<file path="config.mk">
export PLATFORM = sky130hd
export DESIGN_NAME = ctrl_pipe_regs_flat
export DESIGN_NICKNAME = d
export VERILOG_FILES = /design/src/rtl/ctrl_pipe_regs_if.sv /design/src/rtl/ctrl_pipe_regs.sv /design/src/flat_wrapper.sv
export SDC_FILE = /design/constraint.sdc
export NUM_CORES = 1
export LEC_CHECK = 0
export ABC_AREA = 1
export CELL_PAD_IN_SITES_DETAIL_PLACEMENT = 0
export CELL_PAD_IN_SITES_GLOBAL_PLACEMENT = 1
export CORE_MARGIN = 4
export CORE_UTILIZATION = 24
export CTS_CLUSTER_SIZE = 40
export DETAILED_ROUTE_END_ITERATION = 7
export HOLD_SLACK_MARGIN = 0.15
export PLACE_DENSITY = 0.8
export SYNTH_ARGS = -nofsm -noshare
export SYNTH_HDL_FRONTEND = slang
export SYNTH_SLANG_ARGS = --single-unit
</file>
<file path="constraint.sdc">
create_clock -name clk -period 0.8 [get_ports clk]
set_input_delay 0.16 -clock clk [delete_from_list [all_inputs] [get_ports clk]]
set_output_delay 0.16 -clock clk [all_outputs]
set_load 0.005 [all_outputs]
</file>
<file path="src/rtl/ctrl_pipe_regs_if.sv">
// Control bundle between the decoders/hazard unit and the ID/EX, EX/MEM, MEM/WB
// control registers of the pipelined RV32I core.
interface ctrl_pipe_regs_if #(
  parameter int RD_W      = 5,
  parameter int ALUCTRL_W = 3
);
  // Decode-stage controls and Execute-stage inputs
  logic                 FlushE;
  logic                 RegWriteD;
  logic [1:0]           ResultSrcD;
  logic                 MemWriteD;
  logic                 JumpD;
  logic                 BranchD;
  logic                 ALUSrcD;
  logic [ALUCTRL_W-1:0] ALUControlD;
  logic [RD_W-1:0]      RdD;
  logic                 ZeroE;

  // Execute-stage copies and redirect
  logic                 RegWriteE;
  logic [1:0]           ResultSrcE;
  logic                 MemWriteE;
  logic                 JumpE;
  logic                 BranchE;
  logic                 ALUSrcE;
  logic [ALUCTRL_W-1:0] ALUControlE;
  logic [RD_W-1:0]      RdE;
  logic                 ValidE;
  logic                 PCSrcE;

  // Memory- and Writeback-stage copies
  logic                 RegWriteM;
  logic [1:0]           ResultSrcM;
  logic                 MemWriteM;
  logic [RD_W-1:0]      RdM;
  logic                 ValidM;
  logic                 RegWriteW;
  logic [1:0]           ResultSrcW;
  logic [RD_W-1:0]      RdW;
  logic                 ValidW;

  modport master (
    output FlushE, RegWriteD, ResultSrcD, MemWriteD, JumpD, BranchD, ALUSrcD,
           ALUControlD, RdD, ZeroE,
    input  RegWriteE, ResultSrcE, MemWriteE, JumpE, BranchE, ALUSrcE, ALUControlE,
           RdE, ValidE, PCSrcE, RegWriteM, ResultSrcM, MemWriteM, RdM, ValidM,
           RegWriteW, ResultSrcW, RdW, ValidW
  );

  modport slave (
    input  FlushE, RegWriteD, ResultSrcD, MemWriteD, JumpD, BranchD, ALUSrcD,
           ALUControlD, RdD, ZeroE,
    output RegWriteE, ResultSrcE, MemWriteE, JumpE, BranchE, ALUSrcE, ALUControlE,
           RdE, ValidE, PCSrcE, RegWriteM, ResultSrcM, MemWriteM, RdM, ValidM,
           RegWriteW, ResultSrcW, RdW, ValidW
  );
endinterface

</file>
<file path="src/rtl/ctrl_pipe_regs.sv">
// Control pipeline registers (E, M, W banks) and Execute-stage redirect PCSrcE.
// Optional flush counter output BubbleCnt is enabled by defining CTRL_BUBBLE_CNT_EN.
module ctrl_pipe_regs #(
  parameter int RD_W      = 5,
  parameter int ALUCTRL_W = 3
) (
  input  logic             clk,
  input  logic             reset,
  ctrl_pipe_regs_if.slave  bus
`ifdef CTRL_BUBBLE_CNT_EN
  ,
  output logic [31:0]      BubbleCnt
`endif
);

  typedef struct packed {
    logic                 reg_write;
    logic [1:0]           result_src;
    logic                 mem_write;
    logic                 jump;
    logic                 branch;
    logic                 alu_src;
    logic [ALUCTRL_W-1:0] alu_control;
    logic [RD_W-1:0]      rd;
    logic                 valid;
  } e_bank_t;

  e_bank_t e_next;

  // A flushed slot becomes an all-zero bubble, so Rd never aliases a real register.
  always_comb begin
    // NOTE: default first so every path assigns e_next and no latch is inferred.
    e_next = '0;
    if (!bus.FlushE) begin
      e_next.reg_write   = bus.RegWriteD;
      e_next.result_src  = bus.ResultSrcD;
      e_next.mem_write   = bus.MemWriteD;
      e_next.jump        = bus.JumpD;
      e_next.branch      = bus.BranchD;
      e_next.alu_src     = bus.ALUSrcD;
      e_next.alu_control = bus.ALUControlD;
      e_next.rd          = bus.RdD;
      e_next.valid       = 1'b1;
    end
  end

  always_ff @(posedge clk) begin
    // NOTE: non-blocking so every bank samples the previous stage's old value.
    if (reset) begin
      bus.RegWriteE   <= 1'b0;
      bus.ResultSrcE  <= '0;
      bus.MemWriteE   <= 1'b0;
      bus.JumpE       <= 1'b0;
      bus.BranchE     <= 1'b0;
      bus.ALUSrcE     <= 1'b0;
      bus.ALUControlE <= '0;
      bus.RdE         <= '0;
      bus.ValidE      <= 1'b0;
      bus.RegWriteM   <= 1'b0;
      bus.ResultSrcM  <= '0;
      bus.MemWriteM   <= 1'b0;
      bus.RdM         <= '0;
      bus.ValidM      <= 1'b0;
      bus.RegWriteW   <= 1'b0;
      bus.ResultSrcW  <= '0;
      bus.RdW         <= '0;
      bus.ValidW      <= 1'b0;
    end else begin
      bus.RegWriteE   <= e_next.reg_write;
      bus.ResultSrcE  <= e_next.result_src;
      bus.MemWriteE   <= e_next.mem_write;
      bus.JumpE       <= e_next.jump;
      bus.BranchE     <= e_next.branch;
      bus.ALUSrcE     <= e_next.alu_src;
      bus.ALUControlE <= e_next.alu_control;
      bus.RdE         <= e_next.rd;
      bus.ValidE      <= e_next.valid;
      bus.RegWriteM   <= bus.RegWriteE;
      bus.ResultSrcM  <= bus.ResultSrcE;
      bus.MemWriteM   <= bus.MemWriteE;
      bus.RdM         <= bus.RdE;
      bus.ValidM      <= bus.ValidE;
      bus.RegWriteW   <= bus.RegWriteM;
      bus.ResultSrcW  <= bus.ResultSrcM;
      bus.RdW         <= bus.RdM;
      bus.ValidW      <= bus.ValidM;
    end
  end

  // Bubbles and reset leave BranchE/JumpE at 0, so no redirect can come from them.
  assign bus.PCSrcE = (bus.BranchE & bus.ZeroE) | bus.JumpE;

`ifdef CTRL_BUBBLE_CNT_EN
  always_ff @(posedge clk) begin
    if (reset)           BubbleCnt <= '0;
    else if (bus.FlushE) BubbleCnt <= BubbleCnt + 32'd1;
  end
`endif

endmodule

</file>
<file path="src/flat_wrapper.sv">
// flat-port wrapper written by rule: the top's interface ports become plain ports
module ctrl_pipe_regs_flat 
#(
  parameter int RD_W      = 5,
  parameter int ALUCTRL_W = 3
)
  (clk, reset, bus_FlushE, bus_RegWriteD, bus_ResultSrcD, bus_MemWriteD, bus_JumpD, bus_BranchD, bus_ALUSrcD, bus_ALUControlD, bus_RdD, bus_ZeroE, bus_RegWriteE, bus_ResultSrcE, bus_MemWriteE, bus_JumpE, bus_BranchE, bus_ALUSrcE, bus_ALUControlE, bus_RdE, bus_ValidE, bus_PCSrcE, bus_RegWriteM, bus_ResultSrcM, bus_MemWriteM, bus_RdM, bus_ValidM, bus_RegWriteW, bus_ResultSrcW, bus_RdW, bus_ValidW);
  ctrl_pipe_regs_if #(.RD_W(RD_W), .ALUCTRL_W(ALUCTRL_W)) bus_i ();
  input  logic clk;
  input  logic reset;
  input wire logic [$bits(bus_i.FlushE)-1:0] bus_FlushE;
  input wire logic [$bits(bus_i.RegWriteD)-1:0] bus_RegWriteD;
  input wire logic [$bits(bus_i.ResultSrcD)-1:0] bus_ResultSrcD;
  input wire logic [$bits(bus_i.MemWriteD)-1:0] bus_MemWriteD;
  input wire logic [$bits(bus_i.JumpD)-1:0] bus_JumpD;
  input wire logic [$bits(bus_i.BranchD)-1:0] bus_BranchD;
  input wire logic [$bits(bus_i.ALUSrcD)-1:0] bus_ALUSrcD;
  input wire logic [$bits(bus_i.ALUControlD)-1:0] bus_ALUControlD;
  input wire logic [$bits(bus_i.RdD)-1:0] bus_RdD;
  input wire logic [$bits(bus_i.ZeroE)-1:0] bus_ZeroE;
  output wire logic [$bits(bus_i.RegWriteE)-1:0] bus_RegWriteE;
  output wire logic [$bits(bus_i.ResultSrcE)-1:0] bus_ResultSrcE;
  output wire logic [$bits(bus_i.MemWriteE)-1:0] bus_MemWriteE;
  output wire logic [$bits(bus_i.JumpE)-1:0] bus_JumpE;
  output wire logic [$bits(bus_i.BranchE)-1:0] bus_BranchE;
  output wire logic [$bits(bus_i.ALUSrcE)-1:0] bus_ALUSrcE;
  output wire logic [$bits(bus_i.ALUControlE)-1:0] bus_ALUControlE;
  output wire logic [$bits(bus_i.RdE)-1:0] bus_RdE;
  output wire logic [$bits(bus_i.ValidE)-1:0] bus_ValidE;
  output wire logic [$bits(bus_i.PCSrcE)-1:0] bus_PCSrcE;
  output wire logic [$bits(bus_i.RegWriteM)-1:0] bus_RegWriteM;
  output wire logic [$bits(bus_i.ResultSrcM)-1:0] bus_ResultSrcM;
  output wire logic [$bits(bus_i.MemWriteM)-1:0] bus_MemWriteM;
  output wire logic [$bits(bus_i.RdM)-1:0] bus_RdM;
  output wire logic [$bits(bus_i.ValidM)-1:0] bus_ValidM;
  output wire logic [$bits(bus_i.RegWriteW)-1:0] bus_RegWriteW;
  output wire logic [$bits(bus_i.ResultSrcW)-1:0] bus_ResultSrcW;
  output wire logic [$bits(bus_i.RdW)-1:0] bus_RdW;
  output wire logic [$bits(bus_i.ValidW)-1:0] bus_ValidW;
  assign bus_i.FlushE = bus_FlushE;
  assign bus_i.RegWriteD = bus_RegWriteD;
  assign bus_i.ResultSrcD = bus_ResultSrcD;
  assign bus_i.MemWriteD = bus_MemWriteD;
  assign bus_i.JumpD = bus_JumpD;
  assign bus_i.BranchD = bus_BranchD;
  assign bus_i.ALUSrcD = bus_ALUSrcD;
  assign bus_i.ALUControlD = bus_ALUControlD;
  assign bus_i.RdD = bus_RdD;
  assign bus_i.ZeroE = bus_ZeroE;
  assign bus_RegWriteE = bus_i.RegWriteE;
  assign bus_ResultSrcE = bus_i.ResultSrcE;
  assign bus_MemWriteE = bus_i.MemWriteE;
  assign bus_JumpE = bus_i.JumpE;
  assign bus_BranchE = bus_i.BranchE;
  assign bus_ALUSrcE = bus_i.ALUSrcE;
  assign bus_ALUControlE = bus_i.ALUControlE;
  assign bus_RdE = bus_i.RdE;
  assign bus_ValidE = bus_i.ValidE;
  assign bus_PCSrcE = bus_i.PCSrcE;
  assign bus_RegWriteM = bus_i.RegWriteM;
  assign bus_ResultSrcM = bus_i.ResultSrcM;
  assign bus_MemWriteM = bus_i.MemWriteM;
  assign bus_RdM = bus_i.RdM;
  assign bus_ValidM = bus_i.ValidM;
  assign bus_RegWriteW = bus_i.RegWriteW;
  assign bus_ResultSrcW = bus_i.ResultSrcW;
  assign bus_RdW = bus_i.RdW;
  assign bus_ValidW = bus_i.ValidW;
  ctrl_pipe_regs #(.RD_W(RD_W), .ALUCTRL_W(ALUCTRL_W)) u_core (.clk(clk), .reset(reset), .bus(bus_i));
endmodule
</file>
==> reports/qor.log, run 1 <==
INFO  timing         min_period_over_period=121.2%
INFO  worst_setup_path worst_setup_path_category=reg2out
INFO  clock_tree     clk_transition_reported_paths=0.07ns
INFO  synthesis      synth_warn=0
INFO  pwr            power_frac_seq=46.0%
INFO  synthesis      postSynthRegisterBits=35
INFO  pwr            switching_share=18.98%
INFO  floorplanning  core=4086µm²
INFO  clock_tree     worstSkewPairLatency=0.28ns
INFO  worst_setup_path worst-path-buf-inv=1
INFO  grt            antenna_found_initial=0
INFO  synthesis      syn_avg_cell_area=9.113µm²
INFO  timing         worst_clk_skew=0.004470ns
INFO  worst_setup_path timing.reg2reg.worst_path_depth=3
INFO  worst_setup_path critPathMaxStageDelay=0.32ns
INFO  pwr            power.clock.fraction=47.0%
INFO  floorplanning  floorplan.die_area=5402µm²
INFO  placement      place_ws=-0.5712ns
INFO  cells_and_area mostFrequentLayoutCell=inv_1
INFO  pwr            p_sw=0.7547mW
INFO  detailed_routing wl_per_cell=9.209µm
INFO  worst_setup_path critical-path-top-cell-by-count=nand2_1
INFO  worst_setup_path startpoint_type=register
INFO  floorplanning  boundaryPins=55
INFO  cells_and_area fin_area=1723µm²
INFO  grt            pin_count_of_the_biggest_net_entering_global_routing=17
INFO  grt            grt_first_pass_wirelength=3263µm
INFO  placement      post_dp_cell_area=1655µm²
INFO  detailed_routing vias=796
INFO  cells_and_area leading_cell_types_in_the_layout_fill_and_taps_excluded=inv_1 (37), nor2_1 (33), dfxtp_2 (28)
INFO  clock_tree     cts_htree_levels=2
INFO  floorplanning  core.rowCount=23
INFO  synthesis      netlist-cell-type-count=9
INFO  worst_setup_path critical_path_depth=3
INFO  placement      port_buffers=54
INFO  synthesis      synthesized_area=1030µm²
INFO  synthesis      ys_seq_area_share=68.04%
INFO  detailed_routing drt-initial-drc-count=13
INFO  detailed_routing drc=0
INFO  detailed_routing postRouteAntennaNets=0
INFO  worst_setup_path worst_r2r_startpoint=u_core.bus.RdE[1]
INFO  clock_tree     clk_root_buffer_cell=clkbuf_8
INFO  clock_tree     tritoncts_num_sinks=35
INFO  worst_setup_path worstPathRequired=0.64ns
INFO  worst_setup_path worstReg2RegEnd=u_core.bus.RdM[1]
INFO  timing         timing.max_slew.rel_slack=88.67%
INFO  grt            globalRouteOverflowTotal=0
INFO  timing         tightest_slew=0.1697ns
INFO  worst_setup_path arrival=0.81ns
INFO  job            max_cap_violations=0
INFO  pwr            power.density_cell_area=2307nW/µm²
INFO  worst_setup_path cp_cell_sequence=nand2_1, nand2_1, buf_2
INFO  worst_setup_path worstPathMaxFanout=2
INFO  synthesis      post_synth_inst_count=113
INFO  pwr            internal_power_of_the_cells=3.221mW
INFO  clock_tree     postCtsSetupBuffers=0
INFO  worst_setup_path cp-end-kind=output pin
INFO  run_status     failed_checks=setup timing
INFO  cells_and_area drive_above_1_share=46.11%
INFO  pwr            total_leakage_power=0.8997nW
INFO  grt            first_global_vias=732
INFO  worst_setup_path rrSetupSlack=0.18ns
INFO  cells_and_area design.final.nets=198
INFO  timing         fmax=1.031GHz
INFO  clock_tree     max-clock-path-buffers=2
INFO  worst_hold_path hold_path_class=in2reg
INFO  worst_setup_path crit_path_top_delay_cell=dfxtp_2
INFO  worst_setup_path worst_setup_path_endpoint=bus_PCSrcE
INFO  placement      dpl.hpwl=1553µm
INFO  run_status     status=finished with violations
INFO  floorplanning  floorplan.die.height=73.50µm
INFO  detailed_routing drt-pass1-iter-count=4
INFO  detailed_routing drt-total-wl=2118µm
INFO  timing         finalWorstPathRequiredPeriod=0.9696ns
INFO  placement      gp_congestion=0.6451
INFO  clock_tree     cts_tree=done
INFO  synthesis      synth_nets=132
INFO  detailed_routing vias_per_cell=3.461
INFO  clock_tree     number_of_hold_buffers_added_after_cts=0
INFO  pwr            worst_ir_drop_on_vdd=0.0008346V
INFO  floorplanning  floorplan.initialDensity=25.20%
INFO  floorplanning  fp.dieW=73.50µm
INFO  worst_setup_path worst_path_dominant_cell_family=flip-flops
INFO  cells_and_area insertedDiodeCount=0
INFO  worst_setup_path setup.worst_path.start=u_core.bus.BranchE
INFO  timing         setup_violations=36
INFO  grt            total_routing_resource_utilization_after_global_routing=8.246%
INFO  timing         final_report_max_slew_violation_count=0
INFO  cells_and_area area.growth.synth_to_final=67.31%
INFO  timing         rsz_0062_raised_after_global_routing=true
INFO  clock_tree     numCtsBuffers=5
INFO  pwr            p_comb_share=7.0%
INFO  timing         hold_violations=0
INFO  timing         setup_slack=-0.1696ns
-- cell usage after synthesis (all sizes together) --
library cell,number,share of area [%]
buf,3,3.6
nor2,34,13
inv,38,14
nand2,3,1.8
dfxtp,35,68
-- kinds of logic (layout without fill, tap and decap cells) --
kind of cell	after synthesis	in the layout	share of synthesized area, %
buffers and inverters	41	108	17.50
AND/OR/NAND/NOR	37	37	14.46
flip-flops	35	35	68.04
-- routing by layer --
metal,wire (µm),GRT usage [%]
met5,0,0
met4,64,6.036
met3,176,3.010
met2,1078,14.07
met1,799,8.097
-- registers in the layout, indices dropped and copies added (netlist names) --
register and flops:
u_core.bus.ALUControlE 3, u_core.bus.ALUSrcE 1, u_core.bus.BranchE 1, u_core.bus.JumpE 1
u_core.bus.MemWriteE 1, u_core.bus.MemWriteM 1, u_core.bus.RdE 5, u_core.bus.RdM 5
u_core.bus.RdW 5, u_core.bus.RegWriteE 1, u_core.bus.RegWriteM 1, u_core.bus.RegWriteW 1
u_core.bus.ResultSrcE 2, u_core.bus.ResultSrcM 2, u_core.bus.ResultSrcW 2, u_core.bus.ValidE 1
u_core.bus.ValidM 1, u_core.bus.ValidW 1
-- repair_timing --
action / in CTS / in global routing
gates resized for setup: 176 / 9
pin swaps: 1 / 0
endpoints found under the setup margin: 50 / 54
-- tightest hold or removal path, delay by kind of cell --
kind	cells	cell delay [ns]
buffers and inverters	2	0.33
AND/OR/NAND/NOR	1	0.05
-- worst min path at each step --
stage	depth (start not counted)	slack (ns)	end	startpoint
after floorplan	2	0.27	u_core.bus.ALUControlE[0]	bus_ALUControlD[0]
after global placement	2	0.41	u_core.bus.ValidW	u_core.bus.ValidM
after detailed placement	2	0.41	u_core.bus.MemWriteM	u_core.bus.MemWriteE
after CTS	3	0.38	u_core.bus.BranchE	bus_BranchD
after global routing	3	0.33	u_core.bus.RdM[4]	reset
final	3	0.30	u_core.bus.ValidM	reset
-- cell type report --
type,instances,area [µm²]
timing repair buffer,62,488.0
tap,50,62.56
multi-input combinational,37,157.7
sequential,35,735.7
clock buffer,5,68.82
clock inverter,3,67.56
inverter,38,142.6
fill,439,2364
-- stage by stage --
| step | util [%] | TNS (ns) | total power [mW] | cells | hold slack [ns] |
|---|---|---|---|---|---|
| 2_1_floorplan | - | 0 | 1.955 | 113 | 0.2722 |
| 3_3_place_gp | 40.51 | -15.41 | 2.174 | 222 | 0.4078 |
| 3_5_place_dp | 40.51 | -16.09 | 2.177 | 222 | 0.4119 |
| 4_1_cts | 41.21 | -3.028 | 4.022 | 230 | 0.3765 |
| 5_1_grt | 42.16 | -3.609 | 4.136 | 230 | 0.3274 |
| 6_report | 42.16 | -2.499 | 3.976 | 230 | 0.3049 |
-- power groups by stage --
stage	Sequential (mW)	Clock [mW]	Combinational [mW]
final	1.83	1.87	0.278
after CTS	1.83	1.91	0.279
after global routing	1.84	1.99	0.308
after global placement	1.86	0	0.315
after floorplan	1.87	0	0.0894
after detailed placement	1.86	0	0.317
Note: power is estimated with default switching activity, not from simulation.
==> inputs of run 2 (changes only) <==
==> constraint.sdc (replaced) <==
create_clock -name clk -period 0.8 [get_ports clk]
set_input_delay 0.24 -clock clk [delete_from_list [all_inputs] [get_ports clk]]
set_output_delay 0.24 -clock clk [all_outputs]
set_load 0.005 [all_outputs]
==> reports/qor.log, run 2 (synthesis results as in run 1) <==
INFO  run_status     status=finished with violations [unchanged]
INFO  run_status     failed_checks=setup timing [unchanged]
INFO  cells_and_area design.final.nets=199 [was 198]
INFO  worst_setup_path worst_setup_path_category=reg2out [unchanged]
INFO  timing         final_report_max_slew_violation_count=0 [unchanged]
INFO  worst_setup_path cp-end-kind=output pin [unchanged]
INFO  worst_setup_path cp_cell_sequence=nand2_1, nand2_1, buf_2 [unchanged]
INFO  floorplanning  fp.dieW=73.50µm [unchanged]
INFO  clock_tree     clk_root_buffer_cell=clkbuf_8 [unchanged]
INFO  detailed_routing vias_per_cell=3.519 [was 3.461]
INFO  cells_and_area mostFrequentLayoutCell=inv_1 [unchanged]
INFO  grt            total_routing_resource_utilization_after_global_routing=8.819% [was 8.246%]
INFO  clock_tree     numCtsBuffers=5 [unchanged]
INFO  worst_setup_path arrival=0.80ns [was 0.81 ns]
INFO  floorplanning  floorplan.die_area=5402µm² [unchanged]
INFO  clock_tree     cts_htree_levels=2 [unchanged]
INFO  grt            antenna_found_initial=0 [unchanged]
INFO  timing         finalWorstPathRequiredPeriod=1.042ns [was 0.9696 ns]
INFO  detailed_routing drc=0 [unchanged]
INFO  cells_and_area area_of_the_multi_input_gates=176.4µm² [was 157.7 µm²]
INFO  worst_setup_path timing.reg2reg.worst_path_depth=3 [unchanged]
INFO  placement      place_ws=-0.7279ns [was -0.5712 ns]
INFO  detailed_routing wl_met2=1128µm [was 1078 µm]
INFO  timing         hold_violations=0 [unchanged]
INFO  placement      placedCellCount=222 [unchanged]
INFO  pwr            total_leakage_power=0.8994nW [was 0.8997 nW]
INFO  pwr            worst_ir_drop_on_vdd=0.0007677V [was 0.0008346 V]
INFO  worst_hold_path hold_path_class=in2reg [unchanged]
INFO  timing         rsz_0062_raised_after_global_routing=true [unchanged]
INFO  worst_setup_path critical-path-top-cell-by-count=nand2_1 [unchanged]
INFO  placement      dpl.hpwl=1557µm [was 1553 µm]
INFO  clock_tree     max-clock-path-buffers=2 [unchanged]
INFO  grt            globalRouteOverflowTotal=0 [unchanged]
INFO  worst_setup_path startpoint_type=register [unchanged]
INFO  floorplanning  core=4086µm² [unchanged]
INFO  clock_tree     worstSkewPairLatency=0.28ns [about the same]
INFO  placement      port_buffers=54 [unchanged]
INFO  timing         fmax=0.9593GHz [was 1.031 GHz]
INFO  timing         setup_slack=-0.2425ns [was -0.1696 ns]
INFO  detailed_routing drt-pass1-iter-count=2 [was 4]
INFO  detailed_routing wl_per_cell=9.788µm [was 9.209 µm]
INFO  timing         min_period_over_period=130.3% [was 121.2%]
INFO  detailed_routing met1Wirelength=897µm [was 799 µm]
INFO  placement      gp_congestion=0.6470 [was 0.6451]
INFO  worst_setup_path crit_path_top_delay_cell=dfxtp_2 [unchanged]
INFO  job            max_cap_violations=0 [unchanged]
INFO  timing         final.setup.tns=-5.448ns [was -2.499 ns]
INFO  pwr            power.density_cell_area=2305nW/µm² [was 2307 nW/µm²]
INFO  worst_hold_path worst_hold_path.num_cells=4 [was 3]
INFO  detailed_routing drt-initial-drc-count=14 [was 13]
INFO  detailed_routing vias=813 [was 796]
INFO  cells_and_area fin_cells=231 [was 230]
INFO  grt            first_global_vias=758 [was 732]
INFO  worst_setup_path critPathMaxStageDelay=0.32ns [about the same]
INFO  timing         fin_hold_ws=0.3212ns [was 0.3049 ns]
INFO  detailed_routing drt-total-wl=2261µm [was 2118 µm]
INFO  worst_setup_path worstPathMaxFanout=2 [unchanged]
INFO  detailed_routing top_signal_layer_used=met4 [unchanged]
INFO  cells_and_area leading_cell_types_in_the_layout_fill_and_taps_excluded=inv_1 (35), nor2_1 (32), dfxtp_2 (27) [was inv_1 (37), nor2_1 (33), dfxtp_2 (28)]
INFO  grt            grt_first_pass_wirelength=3450µm [was 3263 µm]
INFO  cells_and_area num-fill-cells=436 [was 439]
INFO  cells_and_area seqCellArea=734.5µm² [was 735.7 µm²]
INFO  pwr            total_power=4.000mW [was 3.976 mW]
INFO  cells_and_area layout_top_registers=u_core.bus.RdE (5), u_core.bus.RdM (5), u_core.bus.RdW (5) [unchanged]
INFO  floorplanning  core.rowCount=23 [unchanged]
INFO  clock_tree     postCtsSetupBuffers=0 [unchanged]
INFO  grt            pin_count_of_the_biggest_net_entering_global_routing=13 [was 17]
INFO  timing         timing.max_slew.rel_slack=89.92% [was 88.67%]
INFO  floorplanning  floorplan.initialDensity=25.20% [unchanged]
INFO  timing         setup_violations=36 [unchanged]
INFO  clock_tree     clk_transition_reported_paths=0.07ns [about the same]
INFO  clock_tree     cts_tree=done [unchanged]
INFO  floorplanning  boundaryPins=55 [unchanged]
INFO  detailed_routing postRouteAntennaNets=0 [unchanged]
INFO  cells_and_area fin_area=1735µm² [was 1723 µm²]
INFO  clock_tree     tritoncts_num_sinks=35 [unchanged]
INFO  worst_setup_path worstPathRequired=0.56ns [was 0.64 ns]
INFO  timing         tightest_slew=0.1510ns [was 0.1697 ns]
INFO  cells_and_area insertedDiodeCount=0 [unchanged]
INFO  cells_and_area final_core_utilization=42.47% [was 42.16%]
INFO  detailed_routing wl_met3=194µm [was 176 µm]
INFO  timing         worst_clk_skew=0.005319ns [was 0.004470 ns]
INFO  cells_and_area drive_above_1_share=47.51% [was 46.11%]
INFO  floorplanning  floorplan.die.height=73.50µm [unchanged]
INFO  placement      post_dp_cell_area=1655µm² [unchanged]
INFO  cells_and_area area.growth.synth_to_final=68.53% [was 67.31%]
run 2: power breakdown:
part	leakage (nW)	switching [mW]	internal (mW)
Clock	0.0644	0.634	1.24
Sequential	0.297	0.0253	1.81
Combinational	0.538	0.117	0.175
Total	0.899	0.776	3.22
run 2: worst paths after layout:
check | start | endpoint | slack, ns
worst max register to register | u_core.bus.RdE[1] | u_core.bus.RdM[1] | 0.17
worst min-delay path | bus_FlushE | u_core.bus.RdE[1] | 0.32
worst max-delay path | u_core.bus.BranchE | bus_PCSrcE | -0.24
worst min register to register | u_core.bus.ResultSrcE[1] | u_core.bus.ResultSrcM[1] | 0.42
run 2: layer usage:
metal / up-vias / global-route usage, %
li1: 434 / -
met1: 346 / 9.205
met2: 29 / 14.67
met3: 4 / 3.967
met4: 0 / 4.829
met5: - / 0
run 2: worst max-delay path: cells and delay by family, from the launching register on:
kind	cells	cell delay, ns
flops	1	0.32
simple gates	2	0.08
buf+inv	1	0.12
run 2: area by class of cell:
class,instances,share of cell area (%)
Inverter,38,8.219
Multi-Input combinational cell,38,10.17
Clock buffer,5,3.965
Tap cell,50,3.605
Clock inverter,3,3.893
Timing Repair Buffer,62,27.83
Sequential cell,35,42.32
run 2: what timing repair did:
action | CTS | global route
pin swaps | 4 | 3
endpoints found under the setup margin | 71 | 43
cloned | 1 | 0
gates resized for setup | 175 | 14
hold buffers | 0 | 0
